===== src/rtl/parking_pkg.sv =====
// Shared constants and arbiter state encoding for the parking gate sensor front end.
package parking_pkg;

  localparam int unsigned SLOT_W              = 2;
  localparam int unsigned DEF_DEBOUNCE_CYCLES = 16;
  localparam int unsigned DEF_HOLDOFF_CYCLES  = 4;

  typedef enum logic [1:0] {
    StIdle  = 2'd0,
    StIssue = 2'd1,
    StHold  = 2'd2
  } arb_state_e;

endpackage


===== src/rtl/sensor_debounce.sv =====
// Two-flop synchroniser plus stability counter for one sensor level and its optional data bus.
// A rising debounced transition raises o_rise for one cycle with o_data holding the stable data.
module sensor_debounce #(
  parameter int unsigned DEBOUNCE_CYCLES = 16,
  parameter int unsigned DATA_W          = 0,
  localparam int unsigned DW             = (DATA_W > 0) ? DATA_W : 1
) (
  input  logic          clk,
  input  logic          reset,
  input  logic          i_level,
  input  logic [DW-1:0] i_data,
  output logic          o_level,
  output logic          o_rise,
  output logic [DW-1:0] o_data
);

  localparam int unsigned CNT_W = $clog2(DEBOUNCE_CYCLES + 1);

  logic             r_sync1, r_sync2, r_level, r_rise;
  logic [DW-1:0]    r_dsync1, r_dsync2, r_dprev, r_data;
  logic [CNT_W-1:0] r_cnt;
  logic             w_data_chg;

  assign w_data_chg = (r_dsync2 != r_dprev);

  always_ff @(posedge clk) begin
    if (reset) begin
      r_sync1  <= 1'b0;
      r_sync2  <= 1'b0;
      r_dsync1 <= '0;
      r_dsync2 <= '0;
      r_dprev  <= '0;
      r_level  <= 1'b0;
      r_rise   <= 1'b0;
      r_data   <= '0;
      r_cnt    <= '0;
    end else begin
      r_sync1  <= i_level;
      r_sync2  <= r_sync1;
      r_dsync1 <= i_data;
      r_dsync2 <= r_dsync1;
      r_dprev  <= r_dsync2;
      r_rise   <= 1'b0;
      // Any data movement restarts the window so the reported data is stable throughout it.
      if (w_data_chg) begin
        r_cnt <= '0;
      end else if (r_cnt == CNT_W'(DEBOUNCE_CYCLES)) begin
        r_cnt   <= '0;
        r_level <= ~r_level;
        r_rise  <= ~r_level;
        r_data  <= r_dsync2;
      end else if (r_sync2 != r_level) begin
        r_cnt <= r_cnt + 1'b1;
      end else begin
        r_cnt <= '0;
      end
    end
  end

  assign o_level = r_level;
  assign o_rise  = r_rise;
  assign o_data  = r_data;

endmodule


===== src/rtl/parking_sensor_frontend.sv =====
// Debounces entry/exit gate sensors, queues one request per channel and issues single-cycle
// events to the occupancy FSM, exit first, with a hold-off after every event.
module parking_sensor_frontend
  import parking_pkg::*;
#(
  parameter int unsigned DEBOUNCE_CYCLES = DEF_DEBOUNCE_CYCLES,
  parameter int unsigned HOLDOFF_CYCLES  = DEF_HOLDOFF_CYCLES
) (
  input  logic              clk,
  input  logic              reset,
  input  logic              raw_entry,
  input  logic              raw_exit,
  input  logic [SLOT_W-1:0] raw_exit_location,
  input  logic              clear_overrun,
  output logic              enable,
  output logic              entry_sensor,
  output logic              exit_sensor,
  output logic [SLOT_W-1:0] exit_location,
  output logic              entry_pending,
  output logic              exit_pending,
  output logic              overrun
);

  localparam int unsigned HOLD_W = $clog2(HOLDOFF_CYCLES + 1);

  logic              w_entry_level, w_entry_rise, w_exit_level, w_exit_rise;
  logic [0:0]        w_entry_data;
  logic [SLOT_W-1:0] w_exit_data;
  logic              w_grant_exit, w_grant_entry, w_ovr_set;

  logic              r_entry_pend, r_exit_pend, r_overrun;
  logic [SLOT_W-1:0] r_exit_loc;
  arb_state_e        r_state;
  logic [HOLD_W-1:0] r_hold_cnt;
  logic              r_enable, r_entry_sensor, r_exit_sensor;
  logic [SLOT_W-1:0] r_exit_location;

  sensor_debounce #(.DEBOUNCE_CYCLES(DEBOUNCE_CYCLES), .DATA_W(0)) u_entry_db (
    .clk     (clk),
    .reset   (reset),
    .i_level (raw_entry),
    .i_data  (1'b0),
    .o_level (w_entry_level),
    .o_rise  (w_entry_rise),
    .o_data  (w_entry_data)
  );

  sensor_debounce #(.DEBOUNCE_CYCLES(DEBOUNCE_CYCLES), .DATA_W(SLOT_W)) u_exit_db (
    .clk     (clk),
    .reset   (reset),
    .i_level (raw_exit),
    .i_data  (raw_exit_location),
    .o_level (w_exit_level),
    .o_rise  (w_exit_rise),
    .o_data  (w_exit_data)
  );

  assign w_grant_exit  = (r_state == StIdle) && r_exit_pend;
  assign w_grant_entry = (r_state == StIdle) && !r_exit_pend && r_entry_pend;
  // A fresh edge in the same cycle its channel is served simply re-queues.
  assign w_ovr_set = (w_entry_rise && r_entry_pend && !w_grant_entry) ||
                     (w_exit_rise && r_exit_pend && !w_grant_exit);

  always_ff @(posedge clk) begin
    if (reset) begin
      r_entry_pend <= 1'b0;
      r_exit_pend  <= 1'b0;
      r_exit_loc   <= '0;
      r_overrun    <= 1'b0;
    end else begin
      if (w_grant_entry)     r_entry_pend <= w_entry_rise;
      else if (w_entry_rise) r_entry_pend <= 1'b1;
      if (w_grant_exit)      r_exit_pend <= w_exit_rise;
      else if (w_exit_rise)  r_exit_pend <= 1'b1;
      if (w_exit_rise && (!r_exit_pend || w_grant_exit)) r_exit_loc <= w_exit_data;
      if (w_ovr_set)          r_overrun <= 1'b1;
      else if (clear_overrun) r_overrun <= 1'b0;
    end
  end

  always_ff @(posedge clk) begin
    if (reset) begin
      r_state         <= StIdle;
      r_hold_cnt      <= '0;
      r_enable        <= 1'b0;
      r_entry_sensor  <= 1'b0;
      r_exit_sensor   <= 1'b0;
      r_exit_location <= '0;
    end else begin
      r_enable        <= 1'b0;
      r_entry_sensor  <= 1'b0;
      r_exit_sensor   <= 1'b0;
      r_exit_location <= '0;
      unique case (r_state)
        StIdle: begin
          if (w_grant_exit) begin
            r_state         <= StIssue;
            r_enable        <= 1'b1;
            r_exit_sensor   <= 1'b1;
            r_exit_location <= r_exit_loc;
          end else if (w_grant_entry) begin
            r_state        <= StIssue;
            r_enable       <= 1'b1;
            r_entry_sensor <= 1'b1;
          end
        end
        StIssue: begin
          r_state    <= StHold;
          r_hold_cnt <= '0;
        end
        StHold: begin
          if (r_hold_cnt == HOLD_W'(HOLDOFF_CYCLES - 1)) r_state <= StIdle;
          else r_hold_cnt <= r_hold_cnt + 1'b1;
        end
        default: r_state <= StIdle;
      endcase
    end
  end

  assign enable        = r_enable;
  assign entry_sensor  = r_entry_sensor;
  assign exit_sensor   = r_exit_sensor;
  assign exit_location = r_exit_location;
  assign entry_pending = r_entry_pend;
  assign exit_pending  = r_exit_pend;
  assign overrun       = r_overrun;

endmodule


===== config.mk =====
export PLATFORM = sky130hd
export DESIGN_NAME = parking_sensor_frontend
export DESIGN_NICKNAME = d
export VERILOG_FILES = /design/src/rtl/parking_pkg.sv /design/src/rtl/sensor_debounce.sv /design/src/rtl/parking_sensor_frontend.sv
export SDC_FILE = /design/constraint.sdc
export NUM_CORES = 1
export LEC_CHECK = 0
export CORE_UTILIZATION = 55
export DETAILED_ROUTE_END_ITERATION = 10
export GPL_ROUTABILITY_DRIVEN = 0
export PLACE_DENSITY = 0.89
export SLEW_MARGIN = 20
export SYNTH_ARGS = -nofsm -noshare
export SYNTH_HDL_FRONTEND = slang
export SYNTH_SLANG_ARGS = --single-unit

===== constraint.sdc =====
create_clock -name clk -period 1.8 [get_ports clk]
set_clock_uncertainty 0.05 [all_clocks]
set_input_delay 0.18 -clock clk [delete_from_list [all_inputs] [get_ports clk]]
set_output_delay 0.18 -clock clk [all_outputs]
set_load 0.02 [all_outputs]

=== Word-level counts from Yosys, hierarchy flattened ===
Index checks and enable logic that the tools add are counted.
Widths: inputs -> output; s select.

* Equality and inequality tests: 11
* Reductions and logical operators: 28
* Multiply operators: 0
* Divide/modulo/power cells: 0
* Bitwise gates (word level): 9
* Shift-type cells: 0
* Order comparisons: 0
* $add $sub $neg: 3
* Mux-type cells: 15

{| class="wikitable"
|+ Operators with widths
! kind !! number
|-
| $reduce_or 3->1 || 4
|-
| $add 5x1->5 const B || 2
|-
| $eq 5x5->1 const B || 2
|-
| $mux 1 || 9
|-
| $not 1->1 || 9
|-
| $logic_and 1x1->1 || 8
|-
| $reduce_bool 2->1 || 4
|-
| $mux 2 || 3
|-
| $pmux 2 s3 || 1
|-
| $pmux 3 s2 || 1
|-
| $reduce_and 2->1 || 3
|-
| $ne 2x2->1 const B || 2
|-
| $reduce_or 2->1 || 2
|-
| $reduce_or 4->1 || 1
|-
| $add 3x1->3 const B || 1
|-
| $eq 3x2->1 const B || 1
|-
| $logic_not 1->1 || 3
|-
| $mux 3 || 1
|-
| $ne 3x3->1 const B || 1
|-
| $eq 2x1->1 const B || 1
|-
| $eq 2x2->1 const B || 1
|-
| $logic_not 2->1 || 1
|-
| $logic_or 1x1->1 || 2
|-
| $ne 1x1->1 || 2
|-
| $ne 2x2->1 || 1
|}

* Latch bits: 0
* Bits in read-only memories: 0
* Flip-flop bits (word level): 41
* Bits of input ports: 7
* Output and inout bits: 8
* Logic and storage cells: 90
* Bits in writable memories: 0
* Memories kept: 0

=== Logic depth before layout (Yosys ltp) ===
Gate-level depths: netlist of the first run.

* Word-level depth: 7
* Mapped depth: 5
* Depth with buffers taken out: 5

=== Hierarchy ===
A second synthesis of the first run with hierarchy kept.

* Cells, all modules: 163
* Area, all modules: 1759.2 µm²

{| class="wikitable"
|+ By module, submodules not included
! module !! seq. area each (µm²) !! area an instance (µm²) !! instances !! cells each
|-
| sensor_debounce at u_exit_db || 340.3 || 644.4 || 1 || 54
|-
| parking_sensor_frontend || 300.3 || 626.9 || 1 || 63
|-
| sensor_debounce at u_entry_db || 260.2 || 488.0 || 1 || 46
|}

=== Worst setup path before layout of the first run ===
No wires, ideal clock.

* Path kind: reg-to-reg
* Start: reg u_entry_db.r_cnt[0]
* End: reg u_entry_db.r_cnt[2]
* Path slack: 489 ps
* Arrival time: 1196 ps
* Library setup time: 64 ps
* Path buffers: 0
* Cell stages (with the launch flop): 6
* Period minus slack after synthesis: 1311 ps
* Data required time: 1686 ps
* Cell sequence: dfxtp_1 > inv_1 > ha_1 > nor4bb_4 > or3_4 > nor2_1

* Longest elaborated chain between the ends: 2
* Elaborated cells between the ends (all ways): 3
* Those cells by class: 1 x add/sub; 1 x eq/ne; 1 x reduce/logical

{| class="wikitable"
|+ RTL lines
! what !! line !! text
|-
| start, declared || sensor_debounce.sv:21 || <nowiki>logic [CNT_W-1:0] r_cnt;</nowiki>
|-
| start signal, assigned || sensor_debounce.sv:53 || <nowiki>r_cnt <= r_cnt + 1'b1;</nowiki>
|-
| parallel branches: the longest is 2 deep, another holds $add 5x1->5 || n/a ||
|}

Parallel ways; which one is timed is not known.
A chain may end at the register's enable or synchronous reset.

=== Worst setup path in the final report of the first run ===
* Start: reg r_exit_pend (netlist: exit_pending)
* End: out exit_pending

{| class="wikitable"
|+ RTL lines
! what !! line !! text
|-
| start, declared || parking_sensor_frontend.sv:31 || <nowiki>logic r_entry_pend, r_exit_pend, r_overrun;</nowiki>
|-
| start signal, assigned || parking_sensor_frontend.sv:73 || <nowiki>if (w_grant_exit) r_exit_pend <= w_exit_rise;</nowiki>
|-
| end, declared || parking_sensor_frontend.sv:20 || <nowiki>output logic exit_pending,</nowiki>
|}

No word-level cell between the ends.

==> results.tsv, run 1 <==
metric	value	unit
n_antenna_cell	0	
portBuffers	14	
finalSetupTns	0	ns
drt_wl_total	2.456	mm
synth.distinct_cells	34	
fin_crit_sh	0.9002	
cpPeakStageDelay	0.63	ns
die_x	55.82	um
drc	0	
via_per_inst	5.275	
numCtsBuffers	5	
rsz0062_at_grt	no	
hold_path_class	in -> reg	
fillers	219	
netlist.top_cell.by_area	dfxtp_1	
dp.cells	192	
crit_type	reg -> out	
synth-seq-area-share	0.5153	
ant_nets	0	
power_density	910.8	mW/mm2
postLayoutCoreUtil	0.6770	
die_h	55.82	um
overflow	0	
start_util	0.5776	
ys_warn_count	0	
num_vias	1055	
min_period	1.620	ns
fmax	0.6172	GHz
slowest_stage	clkdlybuf4s50_1	
drive_above_1_share	0.1183	
power	1.700	mW
synth_area_leaders	dfxtp_1 (52%), nor2b_1 (5.9%), ha_1 (4.7%)	
drtIter0Drc	21	
pin_count	15	
status	finished, final reports clean	
maxSlewViolCount	0	
cts_tree	done	
antenna_found_initial	0	
core_area	0.002758	mm2
maxCapViolations	0	
post_cts_buffers	0	
finalNetCount	181	
netlist_area	0.001593	mm2
synth_cells	150	
arrival	1.39	ns
root_buffer	clkbuf_4	
crit_chain	clkdlybuf4s50_1	
cts_buffer_depth	2	
required	1.57	ns
clk_latency	0.34	ns
grt_pass1_wl	4.284	mm
cp_num_buf_inv	1	
hold_ws	0.3370	ns
syn2layout_area_growth	17.20	%
worst_pin_slew	0.4476	ns
wl_per_cell	12.28	um
grt_pass1_vias	1026	
start_kind	flop	
critical_path.top_delay_family	buffers and inverters	
vdd_drop_max	0.0007842	V
synth_seq_cells	41	
syn_avg_cell_area	10.62	um2
fp-row-count	19	
endpoint_kind	primary output	
synthDominantCellAreaShare	0.5153	
die-area	0.003115	mm2
final_common_cell	dfxtp_1	
p_leak	0.7115	nW
numClockSinks	41	
hpwl	1.763	mm
htreeDepth	2	
finalHoldViolCount	0	
setup-violations-final	0	
crit_fanout	10	
grt_max_degree	14	
relSlewSlack	0.7007	
cts.reportedPaths.clkPinSlew	0.12	ns
dr.pass1.iters	4	
synth_fp_nets	163	
mostFrequentLayoutCells	dfxtp_1 (40), nor2b_1 (15), clkdlybuf4s50_1 (14), nor2_1 (12), inv_1 (8)	
stdcell_count	200	
grt_usage	0.1818	
cell usage after synthesis:
cell and n:
nor3b_1 4, nor2b_1 15, a222oi_1 1, nand4_1 1, clkbuf_1 1, nor3_1 5, o31a_1 1, inv_1 8
o21a_1 4, nand3b_1 1, nand4bb_1 1, a21o_1 1, buf_2 4, nand2_1 3, mux2i_1 1, o21bai_1 2
nand3_1 6, nor2_1 12, and2_1 1, ha_1 6, dfxtp_1 41, nand2b_1 1, xor2_1 5, o21ai_0 3
xnor2_2 2, and3_1 2, nor4bb_4 1, a21oi_1 6, or3_4 1, mux2_4 3, nand3b_4 1, and3b_1 1
xnor2_1 4, nor3_2 1
kinds of logic after synthesis:
kind of cell,Yosys count,synth area share
DFF,41,0.5153
xor gates and xnor gates,11,0.06991
muxes,4,0.03456
and+or+nand+nor,57,0.2262
buffers and inverters,13,0.03378
adders and majority gates,6,0.04713
AOI/OAI and AO/OA,18,0.07305
state kept, by name, summed over array words and instances, names as in the netlist, 2 cells and up:
| register | count |
|---|---|
| u_exit_db.r_dsync2 | 2 |
| r_exit_loc | 2 |
| u_exit_db.r_cnt | 5 |
| u_exit_db.r_dprev | 2 |
| r_state | 2 |
| u_entry_db.r_cnt | 5 |
| u_exit_db.o_data | 2 |
| u_exit_db.r_dsync1 | 2 |
| exit_location | 2 |
| r_hold_cnt | 3 |
worst paths after layout:
| path | from | endpoint | slack [ns] | depth (start not counted) |
|---|---|---|---|---|
| worst min register to register | u_exit_db.r_dsync1[0] | u_exit_db.r_dsync2[0] | 0.40 | 1 |
| worst min-delay path | raw_exit | u_exit_db.r_sync1 | 0.34 | 2 |
| worst max register to register | u_entry_db.r_cnt[0] | u_entry_db.r_cnt[3] | 0.34 | 5 |
| worst max-delay path | exit_pending | exit_pending | 0.18 | 1 |
routing by layer:
layer	wire length (um)	vias to the layer above	global-route usage	share of wire
met5	0	-	0	0
met4	38	0	0.08014	0.015
met3	100	5	0.07209	0.041
met2	1239	26	0.3167	0.50
met1	1078	486	0.1940	0.44
li1	-	538	-	-
power breakdown:
group / leakage [nW] / switching [mW] / total (mW) / internal (mW)
logic: 0.324 / 0.0243 / 0.0518 / 0.0275
registers: 0.333 / 0.00523 / 0.923 / 0.918
clock network: 0.0552 / 0.295 / 0.725 / 0.430
timing repair:
action / CTS / global route
gates resized for setup: 0 / 1
endpoints found under the setup margin: 0 / 1
hold buffers: 0 / 0
hold endpoints to repair: 0 / 0
stage by stage:
stage	setup slack, ns	cell area (um2)
after floorplan	0.4894	1593
final	0.1797	1867
after detailed placement	0.2353	1763
after CTS	0.06591	1866
after global placement	0.2815	1763
after global routing	0.1163	1867
worst register-to-register path, delay by kind of cell (launching register included):
family	cells	cell delay (ns)
flops	1	0.40
buf+inv	1	0.07
fa+ha+maj	1	0.20
simple gates	3	0.68
area by class of cell:
class | count | area (um2) | share of cell area
well taps | 31 | 38.79 | 0.02078
repair buffers | 16 | 155.1 | 0.08311
clock inverters | 3 | 65.06 | 0.03485
flip-flops and latches | 41 | 822.0 | 0.4403
inverters | 8 | 30.03 | 0.01609
multi-input cells | 96 | 718.2 | 0.3847
clock buffers | 5 | 37.54 | 0.02011
Power figures use the tool's default switching activity.
==> run 2: changes to the inputs <==
SETUP_SLACK_MARGIN = 0.15   (was not set)
==> run 2 against run 1 <==
Compared with the run above: sequential power barely moved; first-iteration DRC count rose by 4.8%; routed wire length did not move; worst hold slack barely moved; worst setup slack improved by 0.091 ns; non-clock buffer count did not move; utilization did not move; sequential cell count did not move; final area did not move; register-to-register slack barely moved; critical path depth did not move; critical endpoint is now overrun; largest cell class unchanged.
==> results.tsv, run 2 (synthesis results as in run 1) <==
metric	value	unit
fin_crit_sh	0.8497	
root_buffer	clkbuf_4	
clk_latency	0.34	ns
grt_max_degree	14	
start_util	0.5776	
cts.reportedPaths.clkPinSlew	0.12	ns
crit_chain	clkdlybuf4s50_1	
rrSetupSlack	0.34	ns
maxCapViolations	0	
arrival	1.30	ns
cts_tree	done	
drt_wl_total	2.456	mm
fillers	216	
via_per_inst	5.260	
grt_pass1_wl	4.284	mm
holdPathEnd	u_exit_db.r_sync1	
drtIter0Drc	22	
min_period	1.529	ns
overflow	0	
crit_type	reg -> out	
worst_pin_slew	0.4497	ns
setup-violations-final	0	
fp-row-count	19	
antenna_found_initial	0	
dp.cells	192	
whs_path_depth	2	
crit_fanout	2	
syn2layout_area_growth	17.20	%
numClockSinks	41	
endpoint_kind	primary output	
critical_path.top_delay_family	buffers and inverters	
hold_path_class	in -> reg	
reg.largest.list	u_entry_db.r_cnt (5), u_exit_db.r_cnt (5), r_hold_cnt (3)	
ant_nets	0	
core_area	0.002758	mm2
placed_cell_area	0.001763	mm2
hp-start	raw_exit	
hpwl	1.763	mm
p_leak	0.7346	nW
relSlewSlack	0.6993	
htreeDepth	2	
maxSlewViolCount	0	
start_kind	flop	
cpPeakStageDelay	0.60	ns
grt_pass1_vias	1026	
wl_per_cell	12.28	um
timing.rr.end	u_entry_db.r_cnt[3]	
status	finished, final reports clean	
die-area	0.003115	mm2
fin_area	0.001867	mm2
cts_buffer_depth	2	
num_vias	1052	
reg2regPathDepth	5	
die_x	55.82	um
vdd_drop_max	0.0007843	V
power_density	911.0	mW/mm2
rsz0062_at_grt	no	
final_common_cell	dfxtp_1	
required	1.57	ns
finalHoldViolCount	0	
finalSetupTns	0	ns
grt_usage	0.1818	
stdcell_count	200	
numCtsBuffers	5	
cp_num_buf_inv	1	
portBuffers	14	
dr.pass1.iters	4	
r2r_start	u_entry_db.r_cnt[0]	
finalNetCount	181	
slowest_stage	clkdlybuf4s50_1	
mostFrequentLayoutCells	dfxtp_1 (41), nor2b_1 (15), nor2_1 (12), clkdlybuf4s50_1 (12), inv_1 (8)	
drc	0	
drive_above_1_share	0.1124	
die_h	55.82	um
pin_count	15	
fmax	0.6538	GHz
n_antenna_cell	0	
[run 2: worst max path at each step]
stage / startpoint / end / slack (ns) / cells past startpoint
floorplan: u_entry_db.r_cnt[0] / u_entry_db.r_cnt[2] / 0.49 / 5
global placement: reset / u_entry_db.r_cnt[4] / 0.28 / 3
CTS: entry_pending / entry_pending / 0.17 / 1
global route: overrun / overrun / 0.21 / 1
detailed placement: reset / u_entry_db.r_cnt[3] / 0.24 / 3
finish: overrun / overrun / 0.27 / 1
[run 2: report_power, final]
| group | internal [mW] | switching [mW] | leakage, nW | total (mW) |
|---|---|---|---|---|
| Clock | 0.430 | 0.296 | 0.0552 | 0.726 |
| Sequential | 0.918 | 0.00523 | 0.332 | 0.923 |
| Combinational | 0.0275 | 0.0243 | 0.347 | 0.0518 |
| Total | 1.38 | 0.325 | 0.735 | 1.70 |
[run 2: final cells by class]
cell class	instances	area [um2]	area share
clock buffers	5	37.54	0.02011
clock inverters	3	65.06	0.03485
inverters	8	30.03	0.01609
multi-input cells	96	718.2	0.3847
flip-flops and latches	41	820.8	0.4397
well taps	31	38.79	0.02078
repair buffers	16	156.4	0.08378
[run 2: per-stage QoR]
stage	util	hold WS, ns	power [mW]	worst slack, ns
floorplan	-	0.2126	0.9734	0.4894
global placement	0.6393	0.3708	0.9927	0.2815
detailed placement	0.6393	0.3805	0.9952	0.2353
CTS	0.6760	0.3254	1.715	0.1744
global route	0.6770	0.3160	1.762	0.2116
finish	0.6770	0.3369	1.701	0.2706
[run 2: what timing repair did]
action	in CTS	in global routing
setup endpoints to repair	1	1
gates resized for setup	1	1
hold endpoints to repair	0	0
hold buffers	0	0
pin swaps	0	0
buffers inserted	0	0
[run 2: per-layer routing]
layer | up-vias | GRT usage | wire length [um] | part of all wire
met3 | 5 | 0.07209 | 102 | 0.042
met5 | - | 0 | 0 | 0
met1 | 482 | 0.1940 | 1083 | 0.44
met2 | 27 | 0.3167 | 1232 | 0.50
li1 | 538 | - | - | -
met4 | 0 | 0.08014 | 38 | 0.015
